## src/rtl/vga_pkg.sv

```systemverilog
// rtl/vga_pkg.sv - shared VGA timing constants, colour type and sprite colour defaults
//
// Purpose : common definitions for the 1024x768 @ 60 Hz pixel pipeline.
// Ports   : none (package).
package vga_pkg;

    localparam int COORD_W         = 12;

    localparam int HOR_TOTAL_TIME  = 1344;
    localparam int HOR_ADDR_TIME   = 1024;
    localparam int HOR_BLANK_START = 1024;
    localparam int HOR_SYNC_START  = 1048;
    localparam int HOR_SYNC_TIME   = 136;

    localparam int VER_TOTAL_TIME  = 806;
    localparam int VER_ADDR_TIME   = 768;
    localparam int VER_BLANK_START = 768;
    localparam int VER_SYNC_START  = 771;
    localparam int VER_SYNC_TIME   = 6;

    typedef logic [11:0] rgb444_t;

    localparam rgb444_t KEY_COLOR_DEFAULT = 12'hF0F;
    localparam rgb444_t BG_COLOR_DEFAULT  = 12'h000;

    // Timing fields carried down the pixel pipeline, in bus order.
    typedef struct packed {
        logic [COORD_W-1:0] hcount;
        logic [COORD_W-1:0] vcount;
        logic               hsync;
        logic               vsync;
        logic               hblnk;
        logic               vblnk;
    } vga_timing_t;

endpackage

```

## src/rtl/vga_if.sv

```systemverilog
// rtl/vga_if.sv - VGA timing bus without and with the rgb field
//
// Purpose : vga_if_norgb carries raw timing from the generator; vga_if adds rgb.
// Signals : hcount, vcount (12 bit), hsync, vsync, hblnk, vblnk, rgb (vga_if only).
interface vga_if_norgb;
    logic [11:0] hcount;
    logic [11:0] vcount;
    logic        hsync;
    logic        vsync;
    logic        hblnk;
    logic        vblnk;

    modport in  (input  hcount, vcount, hsync, vsync, hblnk, vblnk);
    modport out (output hcount, vcount, hsync, vsync, hblnk, vblnk);
endinterface

interface vga_if;
    logic [11:0]      hcount;
    logic [11:0]      vcount;
    logic             hsync;
    logic             vsync;
    logic             hblnk;
    logic             vblnk;
    vga_pkg::rgb444_t rgb;

    modport in  (input  hcount, vcount, hsync, vsync, hblnk, vblnk, rgb);
    modport out (output hcount, vcount, hsync, vsync, hblnk, vblnk, rgb);
endinterface

```

## src/rtl/pos_latch.sv

```systemverilog
// rtl/pos_latch.sv - double-buffered sprite position, swapped on the vblank rising edge
//
// Purpose : holds a pending position written by pos_valid and copies it to the
//           active position once per frame so the sprite never tears mid-frame.
// Ports   : clk, rst_n (async, active-low), vblnk (raw timing), pos_valid/xpos/ypos
//           (position strobe), ax/ay (active position), frame_start (1-cycle pulse).
module pos_latch
    import vga_pkg::*;
(
    input  logic               clk,
    input  logic               rst_n,
    input  logic               vblnk,
    input  logic               pos_valid,
    input  logic [COORD_W-1:0] xpos,
    input  logic [COORD_W-1:0] ypos,
    output logic [COORD_W-1:0] ax,
    output logic [COORD_W-1:0] ay,
    output logic               frame_start
);

    logic               vblnk_prev;
    logic               vblank_edge;
    logic [COORD_W-1:0] pend_x;
    logic [COORD_W-1:0] pend_y;

    assign vblank_edge = vblnk & ~vblnk_prev;

    always_ff @(posedge clk or negedge rst_n) begin
        if (!rst_n) begin
            vblnk_prev  <= 1'b0;
            pend_x      <= '0;
            pend_y      <= '0;
            ax          <= '0;
            ay          <= '0;
            frame_start <= 1'b0;
        end else begin
            vblnk_prev  <= vblnk;
            frame_start <= vblank_edge;
            if (pos_valid) begin
                pend_x <= xpos;
                pend_y <= ypos;
            end
            // A strobe landing on the edge itself bypasses the pending register,
            // otherwise it would be a whole frame late.
            if (vblank_edge) begin
                ax <= pos_valid ? xpos : pend_x;
                ay <= pos_valid ? ypos : pend_y;
            end
        end
    end

endmodule

```

## src/rtl/draw_sprite.sv

```systemverilog
// rtl/draw_sprite.sv - overlays a ROM sprite with colour-key transparency on the VGA stream
//
// Purpose : two-stage pixel pipeline; stage 1 computes the hit test and ROM address,
//           stage 2 muxes ROM data, background and blanking into rgb.
// Ports   : clk, rst_n (async, active-low), in (timing in), xpos/ypos/pos_valid
//           (position strobe), rom_addr/rom_data (synchronous sprite ROM),
//           out (timing delayed 2 cycles plus rgb), frame_start (position update pulse).
module draw_sprite
    import vga_pkg::*;
#(
    parameter int      SPRITE_W  = 32,
    parameter int      SPRITE_H  = 32,
    parameter rgb444_t KEY_COLOR = KEY_COLOR_DEFAULT,
    parameter rgb444_t BG_COLOR  = BG_COLOR_DEFAULT,
    localparam int     ADDR_W    = $clog2(SPRITE_W * SPRITE_H)
) (
    input  logic              clk,
    input  logic              rst_n,
    vga_if_norgb.in           in,
    input  logic [11:0]       xpos,
    input  logic [11:0]       ypos,
    input  logic              pos_valid,
    output logic [ADDR_W-1:0] rom_addr,
    input  logic [11:0]       rom_data,
    vga_if.out                out,
    output logic              frame_start
);

    localparam int HB = $clog2(SPRITE_W);
    localparam int VB = $clog2(SPRITE_H);

    logic [COORD_W-1:0] ax;
    logic [COORD_W-1:0] ay;

    pos_latch u_pos_latch (
        .clk         (clk),
        .rst_n       (rst_n),
        .vblnk       (in.vblnk),
        .pos_valid   (pos_valid),
        .xpos        (xpos),
        .ypos        (ypos),
        .ax          (ax),
        .ay          (ay),
        .frame_start (frame_start)
    );

    // Stage 1: hit test. The >= guards make the subtractions safe, so a sprite
    // left of or above the beam can never wrap into view.
    logic [COORD_W-1:0] hdiff;
    logic [COORD_W-1:0] vdiff;
    logic               in_sprite;
    logic [ADDR_W-1:0]  addr_next;

    assign hdiff     = in.hcount - ax;
    assign vdiff     = in.vcount - ay;
    assign in_sprite = (in.hcount >= ax) && (hdiff < COORD_W'(SPRITE_W)) &&
                       (in.vcount >= ay) && (vdiff < COORD_W'(SPRITE_H));
    // Power-of-two sizes turn row*SPRITE_W + col into a concatenation.
    assign addr_next = in_sprite ? {vdiff[VB-1:0], hdiff[HB-1:0]} : '0;

    vga_timing_t t1, t2;
    logic        in_sprite_d1, in_sprite_d2;
    logic        valid_d1, valid_d2;

    always_ff @(posedge clk or negedge rst_n) begin
        if (!rst_n) begin
            t1           <= '0;
            t2           <= '0;
            rom_addr     <= '0;
            in_sprite_d1 <= 1'b0;
            in_sprite_d2 <= 1'b0;
            valid_d1     <= 1'b0;
            valid_d2     <= 1'b0;
        end else begin
            t1           <= {in.hcount, in.vcount, in.hsync, in.vsync, in.hblnk, in.vblnk};
            rom_addr     <= addr_next;
            in_sprite_d1 <= in_sprite;
            valid_d1     <= 1'b1;
            t2           <= t1;
            in_sprite_d2 <= in_sprite_d1;
            valid_d2     <= valid_d1;
        end
    end

    // Stage 2: the ROM registers rom_addr itself, so its data lines up with t2
    // in the same cycle; rgb is therefore a mux on the ROM output rather than
    // another register. valid_d2 keeps rgb at zero while reset is asserted and
    // until the pipeline has filled.
    logic [11:0] rgb;

    always_comb begin
        rgb = 12'h000;
        if (!valid_d2 || t2.hblnk || t2.vblnk) begin
            rgb = 12'h000;
        end else if (in_sprite_d2 && (rom_data != KEY_COLOR)) begin
            rgb = rom_data;
        end else begin
            rgb = BG_COLOR;
        end
    end

    assign out.hcount = t2.hcount;
    assign out.vcount = t2.vcount;
    assign out.hsync  = t2.hsync;
    assign out.vsync  = t2.vsync;
    assign out.hblnk  = t2.hblnk;
    assign out.vblnk  = t2.vblnk;
    assign out.rgb    = rgb;

endmodule

```

## src/flat_wrapper.sv

```systemverilog
// flat-port wrapper written by rule: the top's interface ports become plain ports
module draw_sprite_flat import vga_pkg::*;
#(
    parameter int      SPRITE_W  = 32,
    parameter int      SPRITE_H  = 32,
    parameter rgb444_t KEY_COLOR = KEY_COLOR_DEFAULT,
    parameter rgb444_t BG_COLOR  = BG_COLOR_DEFAULT,
    localparam int     ADDR_W    = $clog2(SPRITE_W * SPRITE_H)
)
  (clk, rst_n, xpos, ypos, pos_valid, rom_addr, rom_data, frame_start, in_hcount, in_vcount, in_hsync, in_vsync, in_hblnk, in_vblnk, out_hcount, out_vcount, out_hsync, out_vsync, out_hblnk, out_vblnk, out_rgb);
  vga_if_norgb in_i ();
  vga_if out_i ();
  input  logic clk;
  input  logic rst_n;
  input  logic [11:0] xpos;
  input  logic [11:0] ypos;
  input  logic pos_valid;
  output logic [ADDR_W-1:0] rom_addr;
  input  logic [11:0] rom_data;
  output logic frame_start;
  input wire logic [$bits(in_i.hcount)-1:0] in_hcount;
  input wire logic [$bits(in_i.vcount)-1:0] in_vcount;
  input wire logic [$bits(in_i.hsync)-1:0] in_hsync;
  input wire logic [$bits(in_i.vsync)-1:0] in_vsync;
  input wire logic [$bits(in_i.hblnk)-1:0] in_hblnk;
  input wire logic [$bits(in_i.vblnk)-1:0] in_vblnk;
  output wire logic [$bits(out_i.hcount)-1:0] out_hcount;
  output wire logic [$bits(out_i.vcount)-1:0] out_vcount;
  output wire logic [$bits(out_i.hsync)-1:0] out_hsync;
  output wire logic [$bits(out_i.vsync)-1:0] out_vsync;
  output wire logic [$bits(out_i.hblnk)-1:0] out_hblnk;
  output wire logic [$bits(out_i.vblnk)-1:0] out_vblnk;
  output wire logic [$bits(out_i.rgb)-1:0] out_rgb;
  assign in_i.hcount = in_hcount;
  assign in_i.vcount = in_vcount;
  assign in_i.hsync = in_hsync;
  assign in_i.vsync = in_vsync;
  assign in_i.hblnk = in_hblnk;
  assign in_i.vblnk = in_vblnk;
  assign out_hcount = out_i.hcount;
  assign out_vcount = out_i.vcount;
  assign out_hsync = out_i.hsync;
  assign out_vsync = out_i.vsync;
  assign out_hblnk = out_i.hblnk;
  assign out_vblnk = out_i.vblnk;
  assign out_rgb = out_i.rgb;
  draw_sprite #(.SPRITE_W(SPRITE_W), .SPRITE_H(SPRITE_H), .KEY_COLOR(KEY_COLOR), .BG_COLOR(BG_COLOR)) u_core (.clk(clk), .rst_n(rst_n), .in(in_i), .xpos(xpos), .ypos(ypos), .pos_valid(pos_valid), .rom_addr(rom_addr), .rom_data(rom_data), .out(out_i), .frame_start(frame_start));
endmodule
```

## config.mk

```make
export PLATFORM = sky130hd
export DESIGN_NAME = draw_sprite_flat
export DESIGN_NICKNAME = d
export VERILOG_FILES = /design/src/rtl/vga_pkg.sv /design/src/rtl/vga_if.sv /design/src/rtl/pos_latch.sv /design/src/rtl/draw_sprite.sv /design/src/flat_wrapper.sv
export SDC_FILE = /design/constraint.sdc
export NUM_CORES = 1
export LEC_CHECK = 0
export ABC_AREA = 0
export CAP_MARGIN = 20
export CELL_PAD_IN_SITES_DETAIL_PLACEMENT = 1
export CELL_PAD_IN_SITES_GLOBAL_PLACEMENT = 1
export CORE_UTILIZATION = 39
export CTS_CLUSTER_SIZE = 24
export DETAILED_ROUTE_END_ITERATION = 12
export PLACE_DENSITY_LB_ADDON = 0.1
export SLEW_MARGIN = 20
export SYNTH_ARGS = -nofsm -noshare
export SYNTH_HDL_FRONTEND = slang
export SYNTH_SLANG_ARGS = --single-unit
```

## constraint.sdc

```tcl
create_clock -name clk -period 3.2 [get_ports clk]
set_input_delay 0.48 -clock clk [delete_from_list [all_inputs] [get_ports clk]]
set_output_delay 0.48 -clock clk [all_outputs]
set_load 0.05 [all_outputs]
```

### Word level (Yosys, flattened, before mapping)

Index checks and enable logic that the tools add are counted.

| cells by class | value |
|---|---|
| $add $sub $neg | 2 |
| order comparisons | 4 |
| equality and inequality tests | 1 |
| multiplexer cells | 5 |
| bitwise operators | 2 |
| reductions and logical operators | 7 |

Operators by type and width:

| kind | count |
|---|---|
| 2-to-1 mux 12 bit | 4 |
| >= comparator 12 bit | 2 |
| < comparator 12 x 6 -> 1 bit (second input constant) | 2 |
| subtractor 12 bit | 2 |
| inequality test 12 bit (second input constant) | 1 |
| 2-to-1 mux 10 bit | 1 |
| logical AND 1 bit | 4 |
| logical OR 1 bit | 2 |
| AND 1 bit | 1 |
| logical NOT 1 bit | 1 |
| NOT 1 bit | 1 |

| storage, ports and cells | value |
|---|---|
| bits in registers | 119 |
| input bits | 67 |
| output and inout port bits | 51 |
| logic and storage cells | 43 |

### Longest topological paths before layout

| logic depth | value |
|---|---|
| depth after elaboration | 6 |
| depth in mapped cells | 13 |

### Cells and area by module

A second synthesis with hierarchy kept.

| second synthesis, totals | value |
|---|---|
| cell total of the unflattened synthesis | 394 |
| area total of the unflattened synthesis | 5310.1 um2 |

By module, submodules not included:

| module | instances | cells each | area an instance (um2) |
|---|---|---|---|
| draw_sprite | 1 | 289 | 3290.7 |
| pos_latch | 1 | 105 | 2019.4 |

### Least setup slack after synthesis

Ideal clock, no wire load.

| timing path | value |
|---|---|
| path type | input -> register |
| from | in in_vcount[0] |
| to | reg u_core.rom_addr[6] |
| library setup time | 95 ps |
| arrival | 2798 ps |
| required time | 3105 ps |
| path slack | 307 ps |
| stages on the path | 13 |
| path through | inv_1 ha_1 inv_1 fa_1 a211oi_2 or4b_1 o21ai_1 or4_4 nor4_2 nand4_1 a21o_1 buf_6 nor4b_2 |

| on the way | value |
|---|---|
| word-level cells in the longest chain between the ends | 4 |

RTL lines:

| element | line | RTL |
|---|---|---|
| from (decl) | flat_wrapper.sv:22 | `input wire logic [$bits(in_i.vcount)-1:0] in_vcount;` |
| subtractor 12 bit / >= comparator 12 bit (equally long branches) | draw_sprite.sv:55, draw_sprite.sv:57 |  |
| < comparator 12 x 6 -> 1 bit / logical AND 1 bit (equally long branches) | draw_sprite.sv:57, draw_sprite.sv:56 |  |
| logical AND 1 bit | draw_sprite.sv:57 | `(in.vcount >= ay) && (vdiff < COORD_W'(SPRITE_H));` |
| 2-to-1 mux 10 bit * | draw_sprite.sv:59 | `assign addr_next = in_sprite ? {vdiff[VB-1:0], hdiff[HB-1:0]} : '0;` |
| via u_core.addr_next[6] | draw_sprite.sv:52 | `logic [ADDR_W-1:0] addr_next;` |
| to (signal assigned) | draw_sprite.sv:76 | `rom_addr <= addr_next;` |
| to (decl) | draw_sprite.sv:23 | `output logic [ADDR_W-1:0] rom_addr,` |

Mark *: on every way through the listed nets, which the timed path passes. The rest lies on a longest branch.
A chain may end at the register's enable or synchronous reset.

### Worst setup path in the final report

| timing path | value |
|---|---|
| from | reg u_core.u_pos_latch.ay[0] |
| to | reg u_core.rom_addr[7] |

| on the way | value |
|---|---|
| word-level cells in the longest chain between the ends | 4 |

RTL lines:

| element | line | RTL |
|---|---|---|
| from (decl) | pos_latch.sv:17 | `output logic [COORD_W-1:0] ay,` |
| from (signal assigned) | pos_latch.sv:47 | `ay <= pos_valid ? ypos : pend_y;` |
| subtractor 12 bit / >= comparator 12 bit (equally long branches) | draw_sprite.sv:55, draw_sprite.sv:57 |  |
| < comparator 12 x 6 -> 1 bit / logical AND 1 bit (equally long branches) | draw_sprite.sv:57, draw_sprite.sv:56 |  |
| logical AND 1 bit | draw_sprite.sv:57 |  |
| 2-to-1 mux 10 bit * | draw_sprite.sv:59 |  |
| via u_core.addr_next[7] | draw_sprite.sv:52 |  |

Marks and branches as above.

==> impl_results.md <==
* Status: completed
* CTS tree: done
* Nets at 659
* Vias/cell at roughly 5
* Internal at 0.003636 W
* Max Root-Sink Buffers at 2
* Post-synth top cells: dfrtp_1 (119), a21oi_1 (33), nor2_1 (32), inv_1 (31), mux2_2 (26)
* Initial DRC Count at 133
* FMAX at 0.3271 GHz
* Layout Utilization at 0.5974
* Tcrit/Tclk final at 0.9554
* Reg clk slew, reported paths at 0.06 ns
* Net Sw Frac at 0.2678
* Clock Root Buffer: clkbuf_16
* Avg Inst Size Synth at roughly 12 um2
* Max-cap viol count at 0
* Crit path launch type: register
* Power share of the combinational group at 0.213
* Worst Path Buf+Inv at 2
* IO Pins at 118
* Synth area leaders: dfrtp_1 (59%), ha_1 (5.9%), mux2_2 (5.8%)
* RD Place Congestion at 0.8181
* Total GRT Usage at 0.2096
* Yosys cell types at 58
* GRT overflow at 0
* Vias at 3694
* Count leader, synth: dfrtp_1
* Crit. End Element: register
* Final setup skew at 0.004368 ns
* Share of power burned in registers at 0.333
* CP arrival at 3.38 ns
* Die W at about 120 um
* Syn Inst Count at 412
* WL final at 12990 um
* Ys async rst share at 1.000
* ANT nets after route at 0
* Clock Power Share at 0.454
* Hold/Removal Path Class: in2async
* Static leakage at 3.342 nW
* Slew at the pin closest to its max-slew limit at 0.7287 ns
* Final hold vios at 0
* DIE AREA at 13420 um2
* Mapped cell area at 5056 um2
* Critical path fanouts, max at 5
* Area grow syn2layout at 49.10%
* Seq/Total Area, Yosys at 0.5890
* Die H at approximately 120 um
* Hpwl dp at approximately 9000 um
* Global-route wire length before repair at 20930 um
* DRC at 0
* Initial antenna violation count at 0
* CP required at 3.52 ns
* Final Critical Period at 3.057 ns
* Largest net degree at the start of global routing at 72
* Pwr dens at between 600 and 700 nW/um2
* Net switching power at 0.001330 W
* Post-route design area at between 7000 and 8000 um2
* First drt pass iteration count at 4
* Critical Path Slowest Stage Cell: or4_4
* Number of synthesized register bits at 119
* TritonCTS buffer count at 17
* Vias in the first global route at a little over 4k
* Worst Setup Path Type: reg2reg
* Area taken by flip-flops and latches at 2978 um2
* Fin cells at 751
* Placement Rows at 41
* PortBufs at 117
* Routed WL per cell at around 17 um
* Syn. warnings at 0
* Number of flops mapped to enable cells by yosys at 0
* Top FF cell, synth: dfrtp_1
* Placed Area at 6749 um2
* Syn nets at 505
* Clock Sink Count at about 120
* ANT cells at 0
* Footprint of the multi-input gates at 1981 um2
* CP max stage delay at between 0.5 and 0.6 ns
* Crit-path leading delay family: simple AND/OR/NAND/NOR gates
* Hold WS at approximately 0.082 ns
* Clock Latency Late Sink at between 0.4 and 0.5 ns
* Fillers at 1312
* Share of layout cells above drive strength 1 at 0.2193
* Initial core utilization at 0.4007
* Peak supply drop at 0.3156 mV
* Dpl cells at 718
* Relative slew slack at 0.5102
* Critical path cell sequence: ha_2 > inv_1 > fa_2 > a211oi_2 > or4b_1 > o21ai_1 > or4_4 > nor4_4 > nand4_1 > a21o_1 > buf_6 > nor4_2
* Core region area at 12620 um2
* Synth area leader: dfrtp_1
* H-Tree Depth at 4
* Final setup violation count at 0
* Area share of the largest cell type after synthesis at 0.5890
* Final Max Slew Viols at 0
[power groups by stage]
stage,clock network (W),registers (W),logic [W]
final,0.00226,0.00165,0.00106
after detailed placement,0,0.00168,0.00101
after global routing,0.00236,0.00166,0.00116
after CTS,0.00230,0.00165,0.00103
after floorplan,0,0.00174,0.000541
after global placement,0,0.00167,0.000975
[worst register-to-register path, delay by kind of cell, from the launching register on]
| family | cells | cell delay, ns |
|---|---|---|
| flip-flops | 1 | 0.36 |
| adder cells (fa/ha/maj) | 2 | 0.57 |
| buffers and inverters | 2 | 0.22 |
| AND/OR/NAND/NOR | 5 | 1.25 |
| AO/OA/AOI/OAI | 3 | 0.56 |
[metal layers]
layer | routed length [um] | up-vias | GRT usage | part of all wire
met5 | 0 | - | 0 | 0
met4 | 229 | 0 | 0.08120 | 0.018
met3 | 633 | 17 | 0.06328 | 0.049
met2 | 6501 | 100 | 0.3512 | 0.50
met1 | 5626 | 1829 | 0.2537 | 0.43
li1 | - | 1748 | - | -
[final timing paths]
kind                                                from                    to  slack (ns)  depth (start not counted)
worst max-delay path            u_core.u_pos_latch.ay[0]    u_core.rom_addr[7]        0.14                         12
worst min-delay path                               rst_n         u_core.t1[21]        0.08                          1
worst max register to register  u_core.u_pos_latch.ay[0]    u_core.rom_addr[7]        0.14                         12
worst min register to register             u_core.t1[23]  u_core.out.hcount[7]        0.34                          0
max in group asynchronous                          rst_n  u_core.out.vcount[8]        2.32                          2
min in group clk                            in_vcount[0]          u_core.t1[4]        0.22                          1
[timing repair]
action                     CTS  global route
setup endpoints to repair    5            11
pin swaps                    0            11
buffers inserted             0             1
resized for setup            1            14
hold buffers                 0             0
[kinds of logic after synthesis]
family,after synthesis,share of synthesized area
compound gates,81,0.1062
xor+xnor,11,0.01905
other cells,1,0.0007417
flops,119,0.5890
simple gates,102,0.1210
buf+inv,44,0.03464
mux,28,0.06211
fa+ha+maj,26,0.06731
[stage by stage]
step                      worst slack (ns)  TNS (ns)  power, W
after floorplan                     0.3073         0  0.002278
after global placement             -0.2788    -2.784  0.002648
after detailed placement           -0.3827    -3.879  0.002684
after CTS                         0.001251         0  0.004990
after global routing              -0.02827   -0.1556  0.005181
final                               0.1426         0  0.004965
[layout make-up]
class | count | area share
clock buffers | 17 | 0.05643
flip-flops and latches | 119 | 0.3950
clock inverters | 15 | 0.03635
repair buffers | 148 | 0.2055
multi-input cells | 249 | 0.2627
well taps | 172 | 0.02855
inverters | 31 | 0.01544
[flip-flops by register name, indices dropped and copies added (netlist names), 10 cells and up]
signal	cells
u_core.out.hcount	12
u_core.out.vcount	12
u_core.rom_addr	10
u_core.t1	28
u_core.u_pos_latch.ax	12
u_core.u_pos_latch.ay	12
u_core.u_pos_latch.pend_x	12
u_core.u_pos_latch.pend_y	12
[placed cells by master, fill, tap and decap left out, types with 4 or more instances in the layout]
cell / count
o21ai_1: 5
inv_1: 31
clkdlybuf4s50_1: 103
buf_12: 13
a21oi_1: 32
mux2_2: 26
a21o_1: 4
clkbuf_16: 17
o21ai_0: 6
ha_1: 23
xor2_1: 5
nor2_1: 32
nor3_1: 5
nand3_1: 5
dfrtp_1: 119
and2_1: 11
buf_4: 28
o211ai_1: 4
xnor2_1: 6
nand2_1: 12
o21a_1: 4
nand2b_1: 5
bufinv_16: 7
nor4_2: 7
Power figures use the tool's default switching activity.
